===== config.mk =====
export PLATFORM = sky130hd
export DESIGN_NAME = bch_error_corrector
export DESIGN_NICKNAME = d
export VERILOG_FILES = /design/src/rtl/bch_error_corrector.sv
export SDC_FILE = /design/constraint.sdc
export NUM_CORES = 1
export LEC_CHECK = 0
export BUFFER_PORTS_ARGS = -buffer_cell sky130_fd_sc_hd__buf_2
export CAP_MARGIN = 15
export CORE_MARGIN = 1.5
export CORE_UTILIZATION = 60
export DETAILED_ROUTE_END_ITERATION = 10
export PLACE_DENSITY = 0.86
export SYNTH_ARGS = -nofsm -noshare
export SYNTH_HDL_FRONTEND = slang
export SYNTH_SLANG_ARGS = --single-unit

===== constraint.sdc =====
create_clock -name clk -period 4 [get_ports clk]
set_clock_uncertainty 0.05 [all_clocks]
set_input_delay 0.2 -clock clk [delete_from_list [all_inputs] [get_ports clk]]
set_output_delay 0.2 -clock clk [all_outputs]
set_load 0.05 [all_outputs]

===== src/rtl/bch_error_corrector.sv =====
// Two-error BCH(15,7) corrector: closed-form locator solve, serial Chien search, bit flip.
// Optional macro BCH_DIVIDE_EN adds a serial divide by g(x) to recover the message.
module bch_error_corrector #(
    parameter int          N       = 15,
    parameter int          K       = 7,
    parameter logic [4:0]  GF_POLY = 5'b10011
) (
    input  logic        clk,
    input  logic        rst,
    input  logic        in_valid,
    output logic        in_ready,
    input  logic [14:0] in_codeword,
    input  logic [3:0]  in_s1,
    input  logic [3:0]  in_s3,
    output logic        out_valid,
    input  logic        out_ready,
    output logic [14:0] out_codeword,
    output logic [1:0]  out_err_cnt,
    output logic        out_uncorrectable,
    output logic [6:0]  out_message
);

    generate
        if (N != 15 || K != 7) begin : g_param_check
            $error("bch_error_corrector supports only N=15, K=7");
        end
    endgenerate

    localparam logic [3:0] ALPHA14 = 4'h9;
    localparam logic [3:0] ALPHA13 = 4'hD;

    typedef enum logic [2:0] {IDLE, SOLVE, CHIEN, DIVIDE, OUTPUT} state_t;

    function automatic logic [3:0] gf_mul(input logic [3:0] a, input logic [3:0] b);
        logic [3:0] acc;
        logic [3:0] sh;
        acc = 4'h0;
        sh  = a;
        for (int i = 0; i < 4; i++) begin
            if (b[i]) acc = acc ^ sh;
            sh = sh[3] ? ({sh[2:0], 1'b0} ^ GF_POLY[3:0]) : {sh[2:0], 1'b0};
        end
        return acc;
    endfunction

    function automatic logic [3:0] gf_inv(input logic [3:0] a);
        case (a)
            4'h1:    return 4'h1;
            4'h2:    return 4'h9;
            4'h3:    return 4'hE;
            4'h4:    return 4'hD;
            4'h5:    return 4'hB;
            4'h6:    return 4'h7;
            4'h7:    return 4'h6;
            4'h8:    return 4'hF;
            4'h9:    return 4'h2;
            4'hA:    return 4'hC;
            4'hB:    return 4'h5;
            4'hC:    return 4'hA;
            4'hD:    return 4'h4;
            4'hE:    return 4'h3;
            4'hF:    return 4'h8;
            default: return 4'h0;
        endcase
    endfunction

    state_t      state;
    state_t      next_state;
    logic [14:0] word;
    logic [14:0] orig;
    logic [3:0]  s1;
    logic [3:0]  s3;
    logic [3:0]  r1;
    logic [3:0]  r2;
    logic [1:0]  deg;
    logic [1:0]  root_cnt;
    logic [1:0]  err_cnt;
    logic        unc;
    logic [3:0]  j;

    logic [3:0]  s1_cube;
    logic [3:0]  sigma2_sol;
    logic [1:0]  deg_sol;
    logic        root;
    logic [1:0]  root_cnt_next;
    logic [14:0] flip_word;

`ifdef BCH_DIVIDE_EN
    localparam logic [8:0] G_POLY = 9'h1D1;
    logic [2:0]  div_cnt;
    logic [14:0] rem;
    logic [6:0]  quot;
    logic [6:0]  message;
    logic [2:0]  div_shift;
    logic [14:0] rem_probe;
    logic        div_top;
    logic [14:0] rem_next;

    // One long-division step: quotient bit position shrinks from 6 down to 0.
    always_comb begin
        div_shift = 3'd7 - div_cnt;
        rem_probe = rem >> (4'd8 + {1'b0, div_shift});
        div_top   = (div_cnt != 3'd0) && rem_probe[0];
        if (div_top) begin
            rem_next = rem ^ ({6'b0, G_POLY} << div_shift);
        end else begin
            rem_next = rem;
        end
    end

    assign out_message = message;
`else
    assign out_message = 7'b0;
`endif

    // Peterson closed-form solution for the t=2 locator.
    always_comb begin
        s1_cube    = gf_mul(gf_mul(s1, s1), s1);
        sigma2_sol = 4'h0;
        deg_sol    = 2'd0;
        if (s1 == 4'h0) begin
            deg_sol = 2'd0;
        end else if (s3 == s1_cube) begin
            deg_sol = 2'd1;
        end else begin
            deg_sol    = 2'd2;
            sigma2_sol = gf_mul(s3 ^ s1_cube, gf_inv(s1));
        end
    end

    // Chien evaluation of sigma(alpha^-j) for the current position.
    always_comb begin
        root          = (deg != 2'd0) && ((4'h1 ^ r1 ^ r2) == 4'h0);
        root_cnt_next = root_cnt + {1'b0, root};
        flip_word     = word ^ ({14'b0, root} << j);
    end

    // Next-state logic.
    always_comb begin
        next_state = state;
        case (state)
            IDLE: begin
                if (in_valid && in_ready) next_state = SOLVE;
                else                      next_state = IDLE;
            end
            SOLVE: next_state = CHIEN;
            CHIEN: begin
                if (j == 4'd14) begin
`ifdef BCH_DIVIDE_EN
                    next_state = DIVIDE;
`else
                    next_state = OUTPUT;
`endif
                end else begin
                    next_state = CHIEN;
                end
            end
            DIVIDE: begin
`ifdef BCH_DIVIDE_EN
                if (div_cnt == 3'd7) next_state = OUTPUT;
                else                 next_state = DIVIDE;
`else
                next_state = IDLE;
`endif
            end
            OUTPUT: begin
                if (out_valid && out_ready) next_state = IDLE;
                else                        next_state = OUTPUT;
            end
            default: next_state = IDLE;
        endcase
    end

    // State register.
    always_ff @(posedge clk or posedge rst) begin
        if (rst) state <= IDLE;
        else     state <= next_state;
    end

    // Datapath: capture, solve, search, optional divide and output hold.
    always_ff @(posedge clk or posedge rst) begin
        if (rst) begin
            in_ready          <= 1'b1;
            out_valid         <= 1'b0;
            out_codeword      <= 15'h0;
            out_err_cnt       <= 2'd0;
            out_uncorrectable <= 1'b0;
            word              <= 15'h0;
            orig              <= 15'h0;
            s1                <= 4'h0;
            s3                <= 4'h0;
            r1                <= 4'h0;
            r2                <= 4'h0;
            deg               <= 2'd0;
            root_cnt          <= 2'd0;
            err_cnt           <= 2'd0;
            unc               <= 1'b0;
            j                 <= 4'd0;
`ifdef BCH_DIVIDE_EN
            div_cnt           <= 3'd0;
            rem               <= 15'h0;
            quot              <= 7'h0;
            message           <= 7'h0;
`endif
        end else begin
            case (state)
                IDLE: begin
                    if (in_valid && in_ready) begin
                        word <= in_codeword;
                        orig <= in_codeword;
                        s1   <= in_s1;
                        s3   <= in_s3;
                    end
                end
                SOLVE: begin
                    deg      <= deg_sol;
                    r1       <= s1;
                    r2       <= sigma2_sol;
                    unc      <= (s1 == 4'h0) && (s3 != 4'h0);
                    root_cnt <= 2'd0;
                    j        <= 4'd0;
`ifdef BCH_DIVIDE_EN
                    div_cnt  <= 3'd0;
`endif
                end
                CHIEN: begin
                    r1       <= gf_mul(r1, ALPHA14);
                    r2       <= gf_mul(r2, ALPHA13);
                    j        <= j + 4'd1;
                    root_cnt <= root_cnt_next;
                    err_cnt  <= root_cnt_next;
                    // A locator whose root count disagrees with its degree cannot be trusted.
                    if ((j == 4'd14) && (root_cnt_next != deg)) begin
                        word <= orig;
                        unc  <= 1'b1;
                    end else begin
                        word <= flip_word;
                    end
                end
                DIVIDE: begin
`ifdef BCH_DIVIDE_EN
                    div_cnt <= div_cnt + 3'd1;
                    if (div_cnt == 3'd0) begin
                        rem  <= word;
                        quot <= 7'h0;
                    end else begin
                        rem  <= rem_next;
                        quot <= quot | ({6'b0, div_top} << div_shift);
                        if ((div_cnt == 3'd7) && (rem_next[7:0] != 8'h0)) unc <= 1'b1;
                    end
`endif
                end
                OUTPUT: begin
                    if (!out_valid) begin
                        out_valid         <= 1'b1;
                        out_codeword      <= word;
                        out_err_cnt       <= err_cnt;
                        out_uncorrectable <= unc;
`ifdef BCH_DIVIDE_EN
                        message           <= quot;
`endif
                    end else if (out_ready) begin
                        out_valid <= 1'b0;
                    end
                end
                default: begin
                    out_valid <= 1'b0;
                end
            endcase
            in_ready <= (next_state == IDLE);
        end
    end

endmodule


Word level (Yosys, flattened, before mapping)
Memory sizes are Yosys's and may differ from the RTL's.
Index checks and enable logic that the tools add are counted.
{"block": "totals", "memories": 1, "romBits": 64, "inputBits": 27, "output_inout_bits": 27, "latch_bits": 0, "ramBits": 0, "elab_cells": 138, "ff_bits": 80}
{"block": "op_classes", "n_reduce_logical": 18, "bitwise": 32, "order_cmp": 0, "multipliers": 0, "div": 0, "shift": 1, "add_sub_neg": 2, "mux": 58, "n_eq_ne": 9}
{"name": "(no name shown)", "words": 16, "word_bits": 4, "read_ports": 1, "rd_ports_with_merged_regs": 0, "wr": 0, "line_no": "47", "text": "case (a)"}
{"op": "$mux 4", "n": 25}
{"op": "$xor 4x4->4", "n": 14}
{"op": "$mux 2", "n": 17}
{"op": "$mux 15", "n": 2}
{"op": "$not 2->2", "n": 15}
{"op": "$pmux 15 s2", "n": 1}
{"op": "$pmux 4 s2", "n": 3}
{"op": "$shl 1x4->15", "n": 1}
{"op": "$xor 15x15->15", "n": 1}
{"op": "$pmux 3 s4", "n": 1}
{"op": "$logic_not 4->1", "n": 2}
{"op": "$reduce_and 2->1", "n": 4}
{"op": "$eq 3x2->1 const B", "n": 2}
{"op": "$logic_not 3->1", "n": 2}
{"op": "$mux 3", "n": 2}
{"op": "$reduce_bool 2->1", "n": 3}
{"op": "$logic_and 1x1->1", "n": 5}
{"op": "$add 4x1->4 const B", "n": 1}
{"op": "$eq 4x4->1", "n": 1}
{"op": "$eq 4x4->1 const B", "n": 1}
{"op": "$mux 1", "n": 4}
{"op": "$ne 2x2->1 const B", "n": 2}
{"op": "$pmux 1 s2", "n": 2}
{"op": "$pmux 2 s2", "n": 1}
{"op": "7 further kinds", "n": 8}

Longest topological paths before layout
Gate-level depths: netlist of the first run.
{"block": "logic_depth", "ltp_word": 35, "depth_mapped": 17, "depth_no_buf": 14}

Worst setup path before layout of the first run
Ideal clock, no wire load.
{"block": "synth_path", "path_type": "flip-flop to flip-flop", "start": "reg s1[3]", "end": "reg r2[2]", "setup_ns": 0.076, "arrival_ns": 3.166, "t_required_ns": 3.874, "path_stages_with_launch": 17, "path_buffers": 2, "synth_period_minus_slack_ns": 3.292, "setup_slack_ns": 0.708, "cell_sequence": "dfrtp_1 buf_2 inv_1 buf_2 ha_1 xnor2_1 a311o_1 a311oi_2 o2bb2ai_2 xnor2_2 xnor2_2 inv_1 ha_1 nand2_1 xnor2_1 xnor3_1 o21ai_1"}
{"block": "synth_between", "elab_chain_cells": 30, "elab_cells_between_ends": 49, "classes_between": "eq/ne (1); mux (30); bitwise (16); reduce/logical (1); memory (1)"}
{"element": "from (decl)", "line_no": "71", "text": "logic [3:0] s1;"}
{"element": "from (signal assigned)", "line_no": "211", "text": "s1 <= in_s1;"}
{"element": "$mux 2", "line_no": "41", "text": "sh = sh[3] ? ({sh[2:0], 1'b0} ^ GF_POLY[3:0]) : {sh[2:0], 1'b0};"}
{"element": "$xor 4x4->4 or $not 2->2 (tied branches)"}
{"element": "$mux 4 or $mux 2 (tied branches)", "line_no": "40, 41"}
{"element": "$xor 4x4->4", "line_no": "40", "text": "if (b[i]) acc = acc ^ sh;"}
{"element": "$mux 4", "line_no": "40"}
{"element": "$xor 4x4->4", "line_no": "40"}
{"element": "$mux 4", "line_no": "40"}
{"element": "$xor 4x4->4 or $not 2->2 (tied branches)"}
{"element": "[14 not listed]"}
{"element": "$mux 4", "line_no": "40"}
{"element": "$mux 4", "line_no": "123", "text": "end else if (s3 == s1_cube) begin"}
{"element": "$mux 4", "line_no": "121", "text": "if (s1 == 4'h0) begin"}
{"element": "$xor 4x4->4", "line_no": "40"}
{"element": "$mux 4", "line_no": "40"}
{"element": "$mux 4", "line_no": "123"}
{"element": "$mux 4 *", "line_no": "121"}
{"element": "$pmux 4 s2 *", "line_no": "206", "text": "case (state)"}
{"element": "to (signal assigned)", "line_no": "218", "text": "r2 <= sigma2_sol;"}
{"element": "to (signal assigned)", "line_no": "228", "text": "r2 <= gf_mul(r2, ALPHA13);"}
{"element": "to (decl)", "line_no": "74", "text": "logic [3:0] r2;"}
Every way passes the cells marked *; elsewhere a longest branch is shown, timed or not. The select of a mux whose other input is x is not followed.
A chain may end at the register's enable or synchronous reset.

Worst setup path in the final report of the first run
{"block": "layout_path", "start": "reg s1[0]", "end": "reg r2[2]"}
{"block": "layout_between", "elab_chain_cells": 31, "elab_cells_between_ends": 48, "classes_between": "eq/ne (1); mux (29); bitwise (16); reduce/logical (1); memory (1)"}
{"element": "$mux 4 or $not 2->2 (tied branches)"}
{"element": "$xor 4x4->4 or $mux 2 (tied branches)", "line_no": "40, 41"}
{"element": "$mux 4 or $xor 4x4->4 (tied branches)", "line_no": "40"}
{"element": "$xor 4x4->4 or $mux 4 (tied branches)", "line_no": "40"}
{"element": "$mux 4 or $xor 4x4->4 (tied branches)", "line_no": "40"}
{"element": "$xor 4x4->4 or $mux 4 (tied branches)", "line_no": "40"}
{"element": "$mux 4 or $xor 4x4->4 (tied branches)", "line_no": "40"}
{"element": "$mux 4", "line_no": "40"}
{"element": "[15 not listed]"}
{"element": "$mux 4", "line_no": "40"}
{"element": "$mux 4", "line_no": "123"}
{"element": "$mux 4", "line_no": "121"}
{"element": "$xor 4x4->4", "line_no": "40"}
{"element": "$mux 4", "line_no": "40"}
{"element": "$mux 4", "line_no": "123"}
{"element": "$mux 4 *", "line_no": "121"}
{"element": "$pmux 4 s2 *", "line_no": "206"}
Marks and branches as above.

==> impl_results.md, run 1 <==
* CTS buffer count at 9
* H-tree depth at 3
* Core area at 0.00864 sq mm
* # port buffers at 46
* Synth Flop Type: dfrtp_1
* Largest cells by area after synthesis: dfrtp_1 38%, mux2_2 8.1%, nand2_1 4.3%, mux2i_1 4.0%, xor2_1 3.7%
* Detail Placement HPWL at 7920 um
* GPL Wtd Cong at 0.915
* RSZ-0062 raised after global routing: false
* 1st-pass router iterations at 7
* #FFs+latches synth at 80
* Hold path cells at 3
* CTS root buf: clkbuf_8
* Die extent in y at 96.7 um
* Async S/R FF share, synth at between 90% and 100%
* Critical path data required time at ~4.2 ns
* Warnings, synthesis at 0
* CTS tree: yes
* Total track usage at 24.8%
* CP Data Arrival Time at about 3.7 ns
* Setup tns final at 0 ns
* Status: finished, final reports clean
* Leading area contributor after synthesis: dfrtp_1
* Ant diodes at 0
* Post-Route WL at 11200 um
* Syn-to-layout area delta at 9.02%
* Multi-input logic area at 0.00304 sq mm
* Drt drc at 0
* Clk buf depth at 2
* Share of cells above drive strength 1 at between 20% and 30%
* Initial DRC Count at 245
* Hold_sp: in_s1[1]
* Worst r2r path cells at 13
* Final hold violation count at 0
* Most frequent cells in the layout: 79 x dfrtp_1, 60 x nand2_1, 46 x buf_2
* Post-CTS sizing at 0
* Crit Path Max Fanout at 14
* Min Tclk post-route at 3.48 ns
* Post-synth cell types at 78
* Pin count of the biggest net entering global routing at 53
* Synth Cell Area at 0.00527 sq mm
* Number of global-route vias before repair at 4132
* NumNets Final at 611
* Max-Cap Viols at 0
* Post-synth EDFFs at 0
* R2r startpoint: s1[0]
* Starting Density at just over 60%
* Grt ovf at 0
* Initial antenna violation count at 0
* Clock transition at path regs at about 0.070 ns
* Avg Vias per Cell at 5.98
* Crit. End Element: register
* DRT antenna net count at 0
* Syn_area_per_cell at 9.82 sq um
* Clk sinks at 80
* Crit path to: r2[2]
* Worst slew pin tran at between 1 and 1.5 ns
* R2r setup slk at 0.52 ns
* Wire length per cell at 16.4 um
* DIE WIDTH at 96.7 um
* Cell row count at 34
* Boundary Pins at 54
* Clock Latency Late Sink at 0.35 ns
* Crit Reg-Reg Endpoint: r2[2]
* Cells after synthesis at about 540
* Commonest non-fill, non-tap cell in the layout: dfrtp_1
* Critical path launch point type: register
* Fill cells at 673
* Rel. slew slack at 27.8%
* Die area at 0.00936 sq mm
* Register Area at roughly 0.002 sq mm
* Final setup fails at 0
* Min-Delay Path Class: in2reg
* Vias at 4091
* Max Freq at 287 MHz
* First-pass GRT wire length at 19300 um
* Final period utilization at 87.0%
* Max-slew violation count at 0
* Kind of critical path: reg2reg
* Area share of the largest cell type after synthesis at 37.5%
* Worst Setup SP: s1[0]
* Part of the Yosys area used for sequential elements at 38.0%
==> per-stage QoR <==
stage | util, % | std cells | instance area (sq um) | hold WS (ns) | setup WS [ns]
after floorplan | - | 543 | 5290 | 0.267 | 0.708
after global placement | 64.2 | 668 | 5540 | 0.345 | 0.641
after detailed placement | 64.2 | 668 | 5540 | 0.356 | 0.535
after CTS | 66.5 | 684 | 5750 | 0.00175 | 0.515
after global routing | 66.5 | 684 | 5750 | 0.0169 | 0.289
final | 66.5 | 684 | 5750 | 0.0115 | 0.519
==> worst max-delay path, stage by stage, from the launching register on <==
cell,delay [ns]
dfrtp_1,0.39
ha_1,0.52
buf_4,0.27
or3_4,0.40
a211oi_2,0.25
a311oi_2,0.10
xnor2_2,0.28
xnor2_2,0.19
inv_1,0.08
ha_1,0.30
nand2_1,0.06
xnor2_1,0.17
xnor3_1,0.24
o21ai_1,0.12
==> repair_timing <==
action,in CTS,in global routing
buffers inserted,0,0
setup endpoints to repair,0,0
hold buffers,1,0
endpoints found under the hold margin,50,0
==> cell type report <==
class	count	area share, %
clock buffer	10	2.39
clock inverter	5	1.00
inverter	11	0.740
multi-input combinational	411	52.9
sequential	80	34.9
tap	108	2.35
timing repair buffer	59	5.75
==> state kept, by name, indices dropped and copies added (netlist names), 3 cells and up <==
register	flops
orig	15
s3	4
r2	4
r1	4
word	15
j	4
s1	4
state	3
out_codeword	15
==> logic make-up after synthesis <==
| logic type | after synthesis | synth area share, % |
|---|---|---|
| XOR/XNOR | 52 | 10.4 |
| flip-flops | 80 | 38.0 |
| AND/OR/NAND/NOR | 162 | 15.0 |
| multiplexers | 59 | 12.1 |
| adder cells (fa/ha/maj) | 13 | 3.04 |
| AO/OA/AOI/OAI | 118 | 16.2 |
| buffers and inverters | 52 | 5.10 |
| other | 1 | 0.0711 |
==> how the worst min path moves through the flow <==
| stage | to | slack, ns |
|---|---|---|
| after floorplan | s1[0] | 0.27 |
| after global placement | out_codeword[10] | 0.35 |
| after detailed placement | out_codeword[11] | 0.36 |
| after CTS | s1[1] | 0.002 |
| after global routing | s1[2] | 0.02 |
| final | s1[1] | 0.01 |
==> metal layers <==
| metal | track usage [%] | routed length, um | vias to the layer above |
|---|---|---|---|
| met4 | 9.03 | 286 | 0 |
| met5 | 0 | 0 | - |
| li1 | - | - | 1965 |
| met1 | 31.0 | 4670 | 1999 |
| met2 | 43.6 | 5830 | 103 |
| met3 | 3.76 | 428 | 24 |
==> synth_stat cells, types with 3 or more instances <==
library cell,count
nor4_1,3
o21ai_0,19
buf_2,8
dfrtp_1,79
clkbuf_1,17
xor2_1,22
xnor2_1,20
and2_1,4
buf_6,3
nor3_1,12
a21oi_1,30
buf_4,11
nand2b_1,3
and3_1,7
nor3b_1,3
a22oi_1,3
nand3_1,12
o21ai_1,6
nor2_1,34
inv_1,9
mux2_2,38
a211oi_1,21
mux2i_1,21
nand2_1,60
or3_1,3
a31oi_1,7
ha_1,12
xnor2_2,5
Power of run 1 is left out: the tool's default activity adds up to more than one toggle a clock period on the data nets, which glitch-free logic cannot reach.
==> run 2, diff against run 1 <==
--- a/config.mk
+++ b/config.mk
@@ -10,6 +10,7 @@
 export CORE_MARGIN = 1.5
 export CORE_UTILIZATION = 60
 export DETAILED_ROUTE_END_ITERATION = 10
+export MAX_ROUTING_LAYER = met4
 export PLACE_DENSITY = 0.86
 export SYNTH_ARGS = -nofsm -noshare
 export SYNTH_HDL_FRONTEND = slang
==> impl_results.md, run 2 (same netlist as run 1, synthesis figures left out) <==
* Status: finished, final reports clean
* Core area at 0.00864 sq mm (unchanged)
* Top Registers: orig: 15 flops, out_codeword: 15 flops, word: 15 flops
* Crit-path leading delay family: adder cells
* Clock transition at path regs at 0.09 ns (+0.02 ns)
* Final hold violation count at 0 (unchanged)
* Initial DRC Count at 148 (-40%)
* Post-Route WL at 11300 um (+0.83%)
* CP Buf/Inv Count at 1 (-1)
* Number of global-route vias before repair at 4035 (-2.3%)
* Wire length per cell at 16.5 um (+0.68%)
* GRT busiest layer: met2
* Crit Path Max Fanout at 20 (+6)
* First-pass GRT wire length at 19200 um (-0.25%)
* Critical path data required time at 4.24 ns (+0.02 ns)
* Starting Density at 61.0% (unchanged)
* Cell row count at 34 (unchanged)
* Met3 Use GR at 3.90% (+0.14 points)
* Critical path launch point type: register
* NumNets Final at 612 (+0.16%)
* Drt drc at 0 (unchanged)
* CTS tree: yes
* Initial antenna violation count at 0 (unchanged)
* Avg Vias per Cell at 5.95 (-0.56%)
* Worst r2r path cells at 13 (unchanged)
* Fill cells at 650 (-3.4%)
* Grt ovf at 0 (unchanged)
* Hold path cells at 3 (unchanged)
* Worst slew pin tran at 0.910 ns (-0.170 ns)
* RSZ-0062 raised after global routing: false
* Kind of critical path: reg2reg
* Critical Path Stages at 13 (unchanged)
* Max-slew violation count at 0 (unchanged)
* Final setup fails at 0 (unchanged)
* Die extent in y at 96.7 um (unchanged)
* Share of cells above drive strength 1 at 25.6% (-0.22 points)
* Clk sinks at 80 (unchanged)
* Most frequent cells in the layout: 79 x dfrtp_1, 60 x nand2_1, 46 x buf_2
* Syn-to-layout area delta at 9.66%
* Setup tns final at 0 ns (unchanged)
* Max Freq at 272 MHz (-5.5%)
* Min-Delay Path Class: in2reg
* GPL Wtd Cong at 0.860 (-5.9%)
* Final period utilization at 92.0% (+5.0 points)
* Max-Cap Viols at 0 (unchanged)
* Total track usage at 25.6% (+0.79 points)
* Ant diodes at 0 (unchanged)
* Rel. slew slack at 39.2% (+11 points)
* Critical Path Slowest Stage Cell: ha_1
* Clk buf depth at 2 (unchanged)
* Crit. End Element: register
* CTS buffer count at 9 (unchanged)
* Boundary Pins at 54 (unchanged)
* # port buffers at 46 (unchanged)
* Die area at 0.00936 sq mm (unchanged)
* Met1 usage at 31.3% (+0.25 points)
* Pin count of the biggest net entering global routing at 50 (-5.7%)
* CP cell instances: ha_1 > nand3_1 > a21o_1 > a211oi_1 > a311oi_2 > xnor2_2 > xnor2_2 > inv_1 > ha_1 > nand2_1 > xnor2_1 > xnor3_1 > o21ai_1
* CP Data Arrival Time at 3.92 ns (+0.22 ns)
* H-tree depth at 3 (unchanged)
* CTS root buf: clkbuf_8
* Commonest non-fill, non-tap cell in the layout: dfrtp_1
* Clock Latency Late Sink at 0.36 ns (about the same)
* DIE WIDTH at 96.7 um (unchanged)
* Grt met2 use at 43.4% (-0.22 points)
* DRT antenna net count at 0 (unchanged)
* Vias at 4074 (-0.42%)
* Min Tclk post-route at 3.68 ns (+0.201 ns)
* CP peak stage delay at 0.78 ns (+0.26 ns)
* 1st-pass router iterations at 4 (-3)
* Detail Placement HPWL at 7920 um (about the same)
[run 2: cell types whose count changed in the layout (fill, tap and decap cells not counted), sizes merged]
cell / change
inv: +2
clkinv: -4
buf: -1
clkbuf: -1
clkinvlp: +2
dlygate4sd3: +2
bufinv: +1
[run 2: cell type report]
| type | count | area (sq um) | area share, % |
|---|---|---|---|
| clock buffers | 9 | 124 | 2.14 |
| clock inverters | 6 | 92.6 | 1.60 |
| inverters | 11 | 42.5 | 0.736 |
| multi-input cells | 411 | 3040 | 52.6 |
| flip-flops and latches | 80 | 2000 | 34.7 |
| well taps | 108 | 135 | 2.34 |
| repair buffers | 60 | 343 | 5.93 |
[run 2: final timing paths]
path | from | end | slack (ns)
max | s1[3] | r2[2] | 0.32
min | in_s1[3] | s1[3] | 0.01
max reg2reg | s1[3] | r2[2] | 0.32
min reg2reg | err_cnt[0] | err_cnt[0] | 0.43
max in group asynchronous | rst | r2[0] | 2.51
min in group asynchronous | rst | word[11] | 0.47
[run 2: metal layers]
metal | routed length [um] | part of all wire (%)
met1 | 4830 | 43
met2 | 5810 | 51
met3 | 457 | 4.0
met4 | 222 | 2.0
met5 | 0 | 0
[run 2: worst reg2reg max path: stages, from the launching register on]
cell and delay [ns]:
dfrtp_1 0.44, ha_1 0.78, nand3_1 0.25, a21o_1 0.27, a211oi_1 0.27, a311oi_2 0.09
xnor2_2 0.29, xnor2_2 0.20, inv_1 0.08, ha_1 0.30, nand2_1 0.06, xnor2_1 0.16
xnor3_1 0.24, o21ai_1 0.12
[run 2: stage by stage]
step	utilization [%]	std cells	hold slack (ns)	area [sq um]	setup WS [ns]
floorplan	-	543	0.267	5290	0.708
global placement	64.1	667	0.317	5530	0.466
detailed placement	64.1	667	0.328	5530	0.329
CTS	66.9	685	0.00200	5780	0.311
global route	66.9	685	0.0252	5780	0.00442
finish	66.9	685	0.0124	5780	0.318
[run 2: timing repair]
action | 4_1_cts | 5_1_grt
hold endpoints to repair | 49 | 0
buffers inserted | 0 | 0
hold buffers | 3 | 0
resized for setup | 0 | 0
setup endpoints to repair | 0 | 0
Power of run 2 is left out for the same reason.
